$ cat config.mk
export PLATFORM = sky130hd
export DESIGN_NAME = morse_letter_rx
export DESIGN_NICKNAME = d
export VERILOG_FILES = /design/src/rtl/morse_pkg.sv /design/src/rtl/morse_debounce.sv /design/src/rtl/morse_letter_rx.sv
export SDC_FILE = /design/constraint.sdc
export NUM_CORES = 1
export LEC_CHECK = 0
export ABC_AREA = 1
export CORE_ASPECT_RATIO = 0.5
export CORE_MARGIN = 1.5
export CORE_UTILIZATION = 38
export CTS_CLUSTER_SIZE = 8
export DETAILED_ROUTE_END_ITERATION = 16
export PLACE_DENSITY = 0.53
export REMOVE_ABC_BUFFERS = 1
export SLEW_MARGIN = 20
export SYNTH_ARGS = -nofsm -noshare
export SYNTH_HDL_FRONTEND = slang
export SYNTH_HIERARCHICAL = 1
export SYNTH_SLANG_ARGS = --single-unit
export TNS_END_PERCENT = 10
$ cat constraint.sdc
create_clock -name CLKin -period 7.9 [get_ports CLKin]
set_input_delay 1.975 -clock CLKin [delete_from_list [all_inputs] [get_ports CLKin]]
set_output_delay 1.975 -clock CLKin [all_outputs]
set_load 0.005 [all_outputs]
$ cat src/rtl/morse_pkg.sv
// Shared encodings, FSM states and width helper for the Morse letter receiver.
package morse_pkg;

  localparam logic SYM_DOT  = 1'b0;
  localparam logic SYM_DASH = 1'b1;

  typedef enum logic [1:0] {
    IDLE,
    COLLECT,
    EMIT
  } state_e;

  function automatic int len_width(input int max_symbols);
    return $clog2(max_symbols + 1);
  endfunction

endpackage

$ cat src/rtl/morse_debounce.sv
// One key: 2-flop synchroniser, tick-qualified stability counter, press-event pulse.
module morse_debounce #(
  parameter int DEBOUNCE_TICKS = 2
) (
  input  logic clk,
  input  logic rst,
  input  logic key_n,
  input  logic tick,
  output logic press
);

  localparam int DW = $clog2(DEBOUNCE_TICKS + 1);

  logic          sync1_q, sync1_d;
  logic          sync2_q, sync2_d;
  logic          acc_q, acc_d;
  logic [DW-1:0] cnt_q, cnt_d;
  logic          raw;

  always_comb begin
    sync1_d = key_n;
    sync2_d = sync1_q;
    raw     = ~sync2_q;
    acc_d   = acc_q;
    cnt_d   = cnt_q;
    if (tick) begin
      if (raw != acc_q) begin
        if (cnt_q == DW'(DEBOUNCE_TICKS - 1)) begin
          acc_d = raw;
          cnt_d = '0;
        end else begin
          cnt_d = cnt_q + 1'b1;
        end
      end else begin
        cnt_d = '0;
      end
    end
    // Only the released-to-pressed edge is reported; release just re-arms.
    press = acc_d & ~acc_q;
  end

  always_ff @(posedge clk) begin
    if (rst) begin
      sync1_q <= 1'b1;
      sync2_q <= 1'b1;
      acc_q   <= 1'b0;
      cnt_q   <= '0;
    end else begin
      sync1_q <= sync1_d;
      sync2_q <= sync2_d;
      acc_q   <= acc_d;
      cnt_q   <= cnt_d;
    end
  end

endmodule

$ cat src/rtl/morse_letter_rx.sv
// Collects a 1..MAX_SYMBOLS Morse letter from debounced dot/dash keys and strobes it out.
module morse_letter_rx
  import morse_pkg::*;
#(
  parameter  int TICK_DIV       = 270000,
  parameter  int DEBOUNCE_TICKS = 2,
  parameter  int GAP_TICKS      = 50,
  parameter  int MAX_SYMBOLS    = 4,
  localparam int LW             = len_width(MAX_SYMBOLS)
) (
  input  logic                   CLKin,
  input  logic                   RSTin,
  input  logic                   dot_n,
  input  logic                   dash_n,
  input  logic                   clear,
  output logic [MAX_SYMBOLS-1:0] code,
  output logic [LW-1:0]          length,
  output logic                   valid,
  output logic                   busy,
  output logic                   collision
);

  localparam int TW = $clog2(TICK_DIV);
  localparam int GW = $clog2(GAP_TICKS + 1);

  logic [TW-1:0]          tick_cnt_q, tick_cnt_d;
  logic                   tick;
  logic                   dot_ev, dash_ev, sym_ev, sym;

  state_e                 state_q, state_d;
  logic [LW-1:0]          idx_q, idx_d, base_idx;
  logic [GW-1:0]          gap_q, gap_d;
  logic [MAX_SYMBOLS-1:0] work_q, work_d;
  logic [MAX_SYMBOLS-1:0] code_q, code_d;
  logic [LW-1:0]          length_q, length_d;
  logic                   valid_q, valid_d;
  logic                   busy_q, busy_d;
  logic                   collision_q, collision_d;

  always_comb begin
    tick       = (tick_cnt_q == TW'(TICK_DIV - 1));
    tick_cnt_d = tick ? '0 : tick_cnt_q + 1'b1;
  end

  morse_debounce #(.DEBOUNCE_TICKS(DEBOUNCE_TICKS)) u_dot (
    .clk(CLKin), .rst(RSTin), .key_n(dot_n), .tick(tick), .press(dot_ev)
  );

  morse_debounce #(.DEBOUNCE_TICKS(DEBOUNCE_TICKS)) u_dash (
    .clk(CLKin), .rst(RSTin), .key_n(dash_n), .tick(tick), .press(dash_ev)
  );

  always_comb begin
    state_d     = state_q;
    idx_d       = idx_q;
    gap_d       = gap_q;
    work_d      = work_q;
    code_d      = code_q;
    length_d    = length_q;
    valid_d     = 1'b0;
    base_idx    = idx_q;
    // A same-tick press on both keys is ambiguous: flag it, record nothing.
    collision_d = collision_q | (dot_ev & dash_ev);
    sym_ev      = dot_ev ^ dash_ev;
    sym         = dash_ev ? SYM_DASH : SYM_DOT;

    case (state_q)
      IDLE, COLLECT: begin
        if (clear) begin
          state_d = IDLE;
          idx_d   = '0;
          gap_d   = '0;
          work_d  = '0;
        end else begin
          if (sym_ev) begin
            // A new letter starts from a clean working register.
            base_idx = (state_q == IDLE) ? '0 : idx_q;
            work_d   = (state_q == IDLE) ? '0 : work_q;
            for (int i = 0; i < MAX_SYMBOLS; i++) begin
              if (base_idx == LW'(i)) work_d[i] = sym;
            end
            idx_d   = (base_idx == LW'(MAX_SYMBOLS)) ? base_idx : base_idx + 1'b1;
            gap_d   = '0;
            state_d = COLLECT;
          end else if (tick && state_q == COLLECT && gap_q != GW'(GAP_TICKS)) begin
            gap_d = gap_q + 1'b1;
          end
          if (state_d == COLLECT &&
              (idx_d == LW'(MAX_SYMBOLS) || gap_d == GW'(GAP_TICKS))) begin
            state_d  = EMIT;
            valid_d  = 1'b1;
            code_d   = work_d;
            length_d = idx_d;
          end
        end
      end
      EMIT: begin
        state_d = IDLE;
        idx_d   = '0;
        gap_d   = '0;
        work_d  = '0;
      end
      default: state_d = IDLE;
    endcase

    busy_d = (state_d == COLLECT);
  end

  always_ff @(posedge CLKin) begin
    if (RSTin) begin
      tick_cnt_q  <= '0;
      state_q     <= IDLE;
      idx_q       <= '0;
      gap_q       <= '0;
      work_q      <= '0;
      code_q      <= '0;
      length_q    <= '0;
      valid_q     <= 1'b0;
      busy_q      <= 1'b0;
      collision_q <= 1'b0;
    end else begin
      tick_cnt_q  <= tick_cnt_d;
      state_q     <= state_d;
      idx_q       <= idx_d;
      gap_q       <= gap_d;
      work_q      <= work_d;
      code_q      <= code_d;
      length_q    <= length_d;
      valid_q     <= valid_d;
      busy_q      <= busy_d;
      collision_q <= collision_d;
    end
  end

  assign code      = code_q;
  assign length    = length_q;
  assign valid     = valid_q;
  assign busy      = busy_q;
  assign collision = collision_q;

endmodule

==> out/metrics.yaml, run 1 <==
fillers: 678
tightest_slew_ns: 0.864
avgSynthCellArea_um2: 7.11
drc: 0
ys_ff_latch: 54
powerDensity_nw_per_um2: 182
post_cts_buffers: 0
rsz0062_at_grt: "no"
min_period_ns: 3.72
grt_pass1_vias: 2179
fin_tns_setup_ns: 0
startpoint_type: "primary input"
finalNetCount: 413
fp.dieW_um: 123
antenna_found_initial: 0
reg2reg_from: "tick_cnt_q[0]$_SDFF_PP0_"
yosys-top-cells-area: "dfxtp_1, nand2_1, inv_1"
vias: 2342
drtAntennaViolNets: 0
synth_area_um2: 2720
port_buffers: 14
layout-drive-gt1-share_pct: 9.00
final_hold_viol_count: 0
netlist.top_cell.by_area: "dfxtp_1"
clock_path_buffers: 2
die_h_um: 62.9
grt_usage_pct: 15.8
synth.distinct_cells: 36
cp_data_arrival_time_ns: 3.87
cts-htree-levels: 2
cp-end-kind: "flip-flop"
finalInstanceArea_um2: 3160
slew-limit-headroom_pct: 41.8
grt_max_degree: 17
post-synth-top-area-fraction_pct: 39.7
ir_drop_uv: 112
synth_cells: 383
clk_pin_slew_worst_paths_ns: 0.07
p_leak_nw: 1.29
dieArea_um2: 7710
synth_top_family_by_area: "simple AND/OR/NAND/NOR gates"
worstReg2RegEnd: "length[1]$_SDFFE_PP0P_"
drt_iter0_markers: 128
seq_area_frac_synth_pct: 39.7
synth_xor_area_share_pct: 1.93
synth_compound_area_share_pct: 8.78
cts_tree: "yes"
dr.pass1.iters: 4
synth_edf_count: 0
cp.required_ns: 8.05
maxCapViolCount: 0
ys_dominant_reg_cell: "dfxtp_1"
cts_buffers: 5
grt_pass1_wl_mm: 9.75
avgRoutedWirePerCell_um: 11.3
muxShareOfSynthArea_pct: 0
start_util_pct: 40.0
skew_ns: 0.00615
hold_class: "reg -> reg"
cp-startpoint: "RSTin"
ff2ff_setup_slack_ns: 4.53
synthAdderAreaFrac_pct: 4.14
slew_violations: 0
setup_viol: 0
r2r_cells: 17
grt.overflow.total: 0
core_area_um2: 6810
area_growth_pct: 15.9
async_reset_ff_share_pct: 0
io_pins: 15
clock_sinks: 54
crit_fanout: 11
vias_per_cell: 4.76
clock_latency_ns: 0.29
rows: 21
ctsResizeCount: 0
wirelength_mm: 5.58
hold_buffers: 0
outcome: "complete, no violations"
synth_warnings: 6
dpl-instance-area_um2: 2960
synth_simple_gate_area_share_pct: 36.0
gp_routability_congestion: 0.839
dpl.hpwl_mm: 4.23
endpoint: "busy$_SDFF_PP0_"
worstSetupPathType: "in -> reg"
antenna_cells: 0
finalCritPeriodShare_pct: 47.1
timing.fmax_ghz: 0.269
clock-root-buffer: "clkbuf_16"
total_power_w: 0.000576
stage by stage:
stage                     hold slack [ns]  util, %  setup WS (ns)  std cells
after floorplan                     0.383        -           4.88        378
after CTS                           0.408     46.4           4.19        492
after detailed placement            0.391     43.5           3.88        484
final                               0.406     46.4           4.18        492
after global placement              0.386     43.5           3.93        484
after global routing                0.430     46.4           3.97        492
flip-flops by register name (all words and copies together) (netlist names):
name	count
u_dot/sync2_q	1
u_dash/acc_q	1
idx_q	3
length	3
gap_q	6
state_q	2
u_dot/sync1_q	1
busy	1
collision	1
valid	1
u_dot/acc_q	1
u_dash/sync2_q	1
code	4
u_dash/sync1_q	1
u_dot/cnt_q	2
u_dash/cnt_q	2
work_q	4
tick_cnt_q	19
worst min path at each step:
stage	startpoint	endpoint	slack [ns]	cells past startpoint
CTS	u_dash/sync1_q$_SDFF_PP1_	u_dash/sync2_q$_SDFF_PP1_	0.41	1
finish	u_dash/sync1_q$_SDFF_PP1_	u_dash/sync2_q$_SDFF_PP1_	0.41	1
global route	u_dash/sync1_q$_SDFF_PP1_	u_dash/sync2_q$_SDFF_PP1_	0.43	1
global placement	u_dash/sync1_q$_SDFF_PP1_	u_dash/sync2_q$_SDFF_PP1_	0.39	1
floorplan	u_dash/sync1_q$_SDFF_PP1_	u_dash/sync2_q$_SDFF_PP1_	0.38	1
detailed placement	u_dash/sync1_q$_SDFF_PP1_	u_dash/sync2_q$_SDFF_PP1_	0.39	1
cells in the final DEF, fill, tap and decap left out, drive strengths merged, types with 2 or more instances in the layout:
master,count
nor4,2
nor2,55
dfxtp,54
ha,9
nor3,6
nand4,9
bufinv,2
clkbuf,6
a21oi,7
nand2,92
o21ai,20
or2,6
nor3b,4
nand3,29
inv,59
o211ai,2
clkdlybuf4s50,14
clkinv,4
o31ai,2
o22ai,8
xor2,5
power breakdown:
| part | internal [W] | switching, W |
|---|---|---|
| sequential | 0.000274 | 0.00000114 |
| combinational | 0.00000393 | 0.00000711 |
| clock | 0.000190 | 0.0000989 |
| total | 0.000468 | 0.000107 |
cell families (layout without fill, tap and decap cells):
kind of cell / Yosys count / count (layout)
AO/OA/AOI/OAI: 42 / 42
XOR/XNOR: 6 / 6
adder cells (fa/ha/maj): 9 / 9
buffers and inverters: 68 / 85
flip-flops: 54 / 54
AND/OR/NAND/NOR: 204 / 204
cell type report:
| type | instances | area, um^2 | share of cell area (%) |
|---|---|---|---|
| inverter | 63 | 236 | 7.49 |
| clock buffer | 6 | 139 | 4.40 |
| clock inverter | 2 | 60.1 | 1.90 |
| tap | 92 | 115 | 3.65 |
| timing repair buffer | 14 | 140 | 4.44 |
| multi-input combinational | 261 | 1390 | 43.9 |
| sequential | 54 | 1080 | 34.2 |
layer usage:
metal	routed length, um	GRT usage (%)
met1	2830	20.2
met2	2510	26.2
met3	185	4.65
met4	57	3.92
met5	0	0
critical path: stages:
cell and delay, ns:
clkdlybuf4s50_1 0.64, clkinv_1 0.31, nand2_1 0.50, inv_1 0.22
o21ai_0 0.16, a21oi_1 0.06
synthesized netlist by cell type (all sizes together), types with 2 or more instances:
library cell / instances
nor2: 55
dfxtp: 54
clkinv: 4
ha: 9
nand3: 29
o21ai: 20
inv: 59
nand2: 92
nand4: 9
o31ai: 2
nor3b: 4
a21oi: 7
nor4: 2
o22ai: 8
xor2: 5
o211ai: 2
clkbuf: 4
or2: 6
nor3: 6
Power figures use the tool's default switching activity.
==> run 2, diff against run 1 <==
Settings changed: PLACE_DENSITY 0.53 to 0.55.
Clock period 7.9 ns to 3.3 ns, I/O delays scaled along.
==> run 2 against run 1 <==
Compared with the run above: sequential power rose by 140%; non-clock buffer count grew 2; clock skew grew 0.0018 ns; register-to-register slack worse by 4.1 ns; count of clock-buffer cells in the layout decreased by 1; clock power rose by 88%; critical path type is now reg -> reg; largest power group is now registers; highest routed layer unchanged.
==> out/metrics.yaml, run 2 (synthesis results as in run 1) <==
drc: 0
drtAntennaViolNets: 0
maxCapViolCount: 0
grt_pass1_vias: 2232
clock_latency_ns: 0.30
hold_buffers: 0
p_leak_nw: 1.27
outcome: "complete, no violations"
vias_per_cell: 4.77
worstReg2RegEnd: "code[2]$_SDFFE_PP0P_"
cp.required_ns: 3.55
antenna_found_initial: 0
finalNetCount: 415
avgRoutedWirePerCell_um: 11.1
fp.dieW_um: 123
min_period_ns: 2.91
area_growth_pct: 15.0
clock_path_buffers: 2
hold_path_depth: 1
top_regs: "tick_cnt_q: 19 flops, gap_q: 6 flops"
core_area_um2: 6810
dieArea_um2: 7710
rows: 21
slew-limit-headroom_pct: 39.9
die_h_um: 62.9
worst_hold_slack_ns: 0.410
timing.fmax_ghz: 0.344
start_util_pct: 40.0
reg2reg_from: "tick_cnt_q[0]$_SDFF_PP0_"
r2r_cells: 19
final_hold_viol_count: 0
clock_sinks: 54
grt_pass1_wl_mm: 9.99
p_int_w: 0.000955
gp_routability_congestion: 0.903
skew_ns: 0.00800
postLayoutSetupSlackWorst_ns: 0.393
finalCritPeriodShare_pct: 88.1
final_common_cell: "nand2_1"
setup_viol: 0
hold_class: "reg -> reg"
dr.pass1.iters: 4
layout-drive-gt1-share_pct: 9.95
endpoint: "code[2]$_SDFFE_PP0P_"
cts-htree-levels: 2
io_pins: 15
p_sw_w: 0.000276
grt.overflow.total: 0
worstSetupPathType: "reg -> reg"
ctsResizeCount: 0
cp-startpoint: "tick_cnt_q[0]$_SDFF_PP0_"
fin_tns_setup_ns: 0
comb_power_share_pct: 2.3
rsz0062_at_grt: "no"
cp-end-kind: "flip-flop"
wirelength_mm: 5.50
p_clk_share_pct: 44.2
largest_reg_flops: 19
final_cell_mix: "nand2_1, dfxtp_1, inv_1"
startpoint_type: "flip-flop"
cts_buffers: 5
vias: 2355
grt_usage_pct: 16.1
dp_slack_ns: 0.276
top_register: "tick_cnt_q"
cp_data_arrival_time_ns: 3.15
clk_pin_slew_worst_paths_ns: 0.07
port_buffers: 14
seqPwrFrac_pct: 53.5
slew_violations: 0
antenna_cells: 0
ff2ff_setup_slack_ns: 0.39
dpl.hpwl_mm: 4.23
crit_fanout: 11
ir_drop_uv: 195
grt_max_degree: 20
tightest_slew_ns: 0.892
netSwitchingFraction_pct: 22.4
drt_iter0_markers: 145
cts_tree: "yes"
post_cts_buffers: 0
powerDensity_nw_per_um2: 393
clock-root-buffer: "clkbuf_16"
[run 2: cell types whose count changed in the layout (fill, tap and decap cells not counted)]
cell / previous run / this run
clkinv_4: 0 / 1
ha_2: 0 / 1
buf_4: 0 / 2
ha_1: 9 / 8
inv_6: 0 / 2
clkbuf_8: 1 / 0
clkinvlp_4: 0 / 1
bufinv_16: 2 / 0
inv_1: 54 / 53
[run 2: per-stage QoR]
stage,cells,area (um^2),util (%),total power [W]
final,494,3130,46.0,0.00123
after global routing,494,3130,46.0,0.00128
after CTS,494,3120,45.9,0.00125
after floorplan,378,2700,-,0.000690
after detailed placement,486,2970,43.7,0.000702
after global placement,486,2970,43.7,0.000702
[run 2: final cells by class]
| cell class | count | area (um^2) |
|---|---|---|
| fillers | 695 | 3670 |
| multi-input cells | 261 | 1390 |
| flip-flops and latches | 54 | 1080 |
| inverters | 63 | 240 |
| repair buffers | 16 | 155 |
| clock buffers | 5 | 125 |
| well taps | 92 | 115 |
| clock inverters | 3 | 26.3 |
[run 2: layer usage]
metal | global-route usage [%] | wire, um | up-vias
li1 | - | - | 1264
met1 | 21.9 | 2850 | 1056
met2 | 25.1 | 2420 | 28
met3 | 4.01 | 153 | 7
met4 | 4.80 | 72 | 0
met5 | 0 | 0 | -
[run 2: power by group through the flow]
stage / sequential (W) / combinational (W) / clock [W]
2_1_floorplan: 0.000674 / 0.0000160 / 0
3_3_place_gp: 0.000674 / 0.0000276 / 0
3_5_place_dp: 0.000674 / 0.0000280 / 0
4_1_cts: 0.000659 / 0.0000281 / 0.000560
5_1_grt: 0.000660 / 0.0000314 / 0.000590
6_report: 0.000659 / 0.0000279 / 0.000544
[run 2: worst min path at each step]
| stage | from | end |
|---|---|---|
| 2_1_floorplan | u_dash/sync1_q$_SDFF_PP1_ | u_dash/sync2_q$_SDFF_PP1_ |
| 3_3_place_gp | u_dot/sync1_q$_SDFF_PP1_ | u_dot/sync2_q$_SDFF_PP1_ |
| 3_5_place_dp | u_dot/sync1_q$_SDFF_PP1_ | u_dot/sync2_q$_SDFF_PP1_ |
| 4_1_cts | u_dot/sync1_q$_SDFF_PP1_ | u_dot/sync2_q$_SDFF_PP1_ |
| 5_1_grt | u_dash/sync1_q$_SDFF_PP1_ | u_dash/sync2_q$_SDFF_PP1_ |
| 6_report | u_dot/sync1_q$_SDFF_PP1_ | u_dot/sync2_q$_SDFF_PP1_ |
[run 2: critical path, stage by stage, from the launching register on]
cell and delay, ns:
dfxtp_1 0.36, ha_1 0.18, nand2_1 0.08, nor2_2 0.12, nand3_2 0.10, nor2_4 0.17
nand3_2 0.12, nor2_1 0.23, ha_2 0.40, clkinvlp_4 0.19, nand2_1 0.09, nor2_2 0.09
nand2_1 0.07, nor2_2 0.11, nand2_2 0.07, nand2_4 0.10, nand2_4 0.08, nor2_8 0.15
nand2_1 0.06, nand2_1 0.08
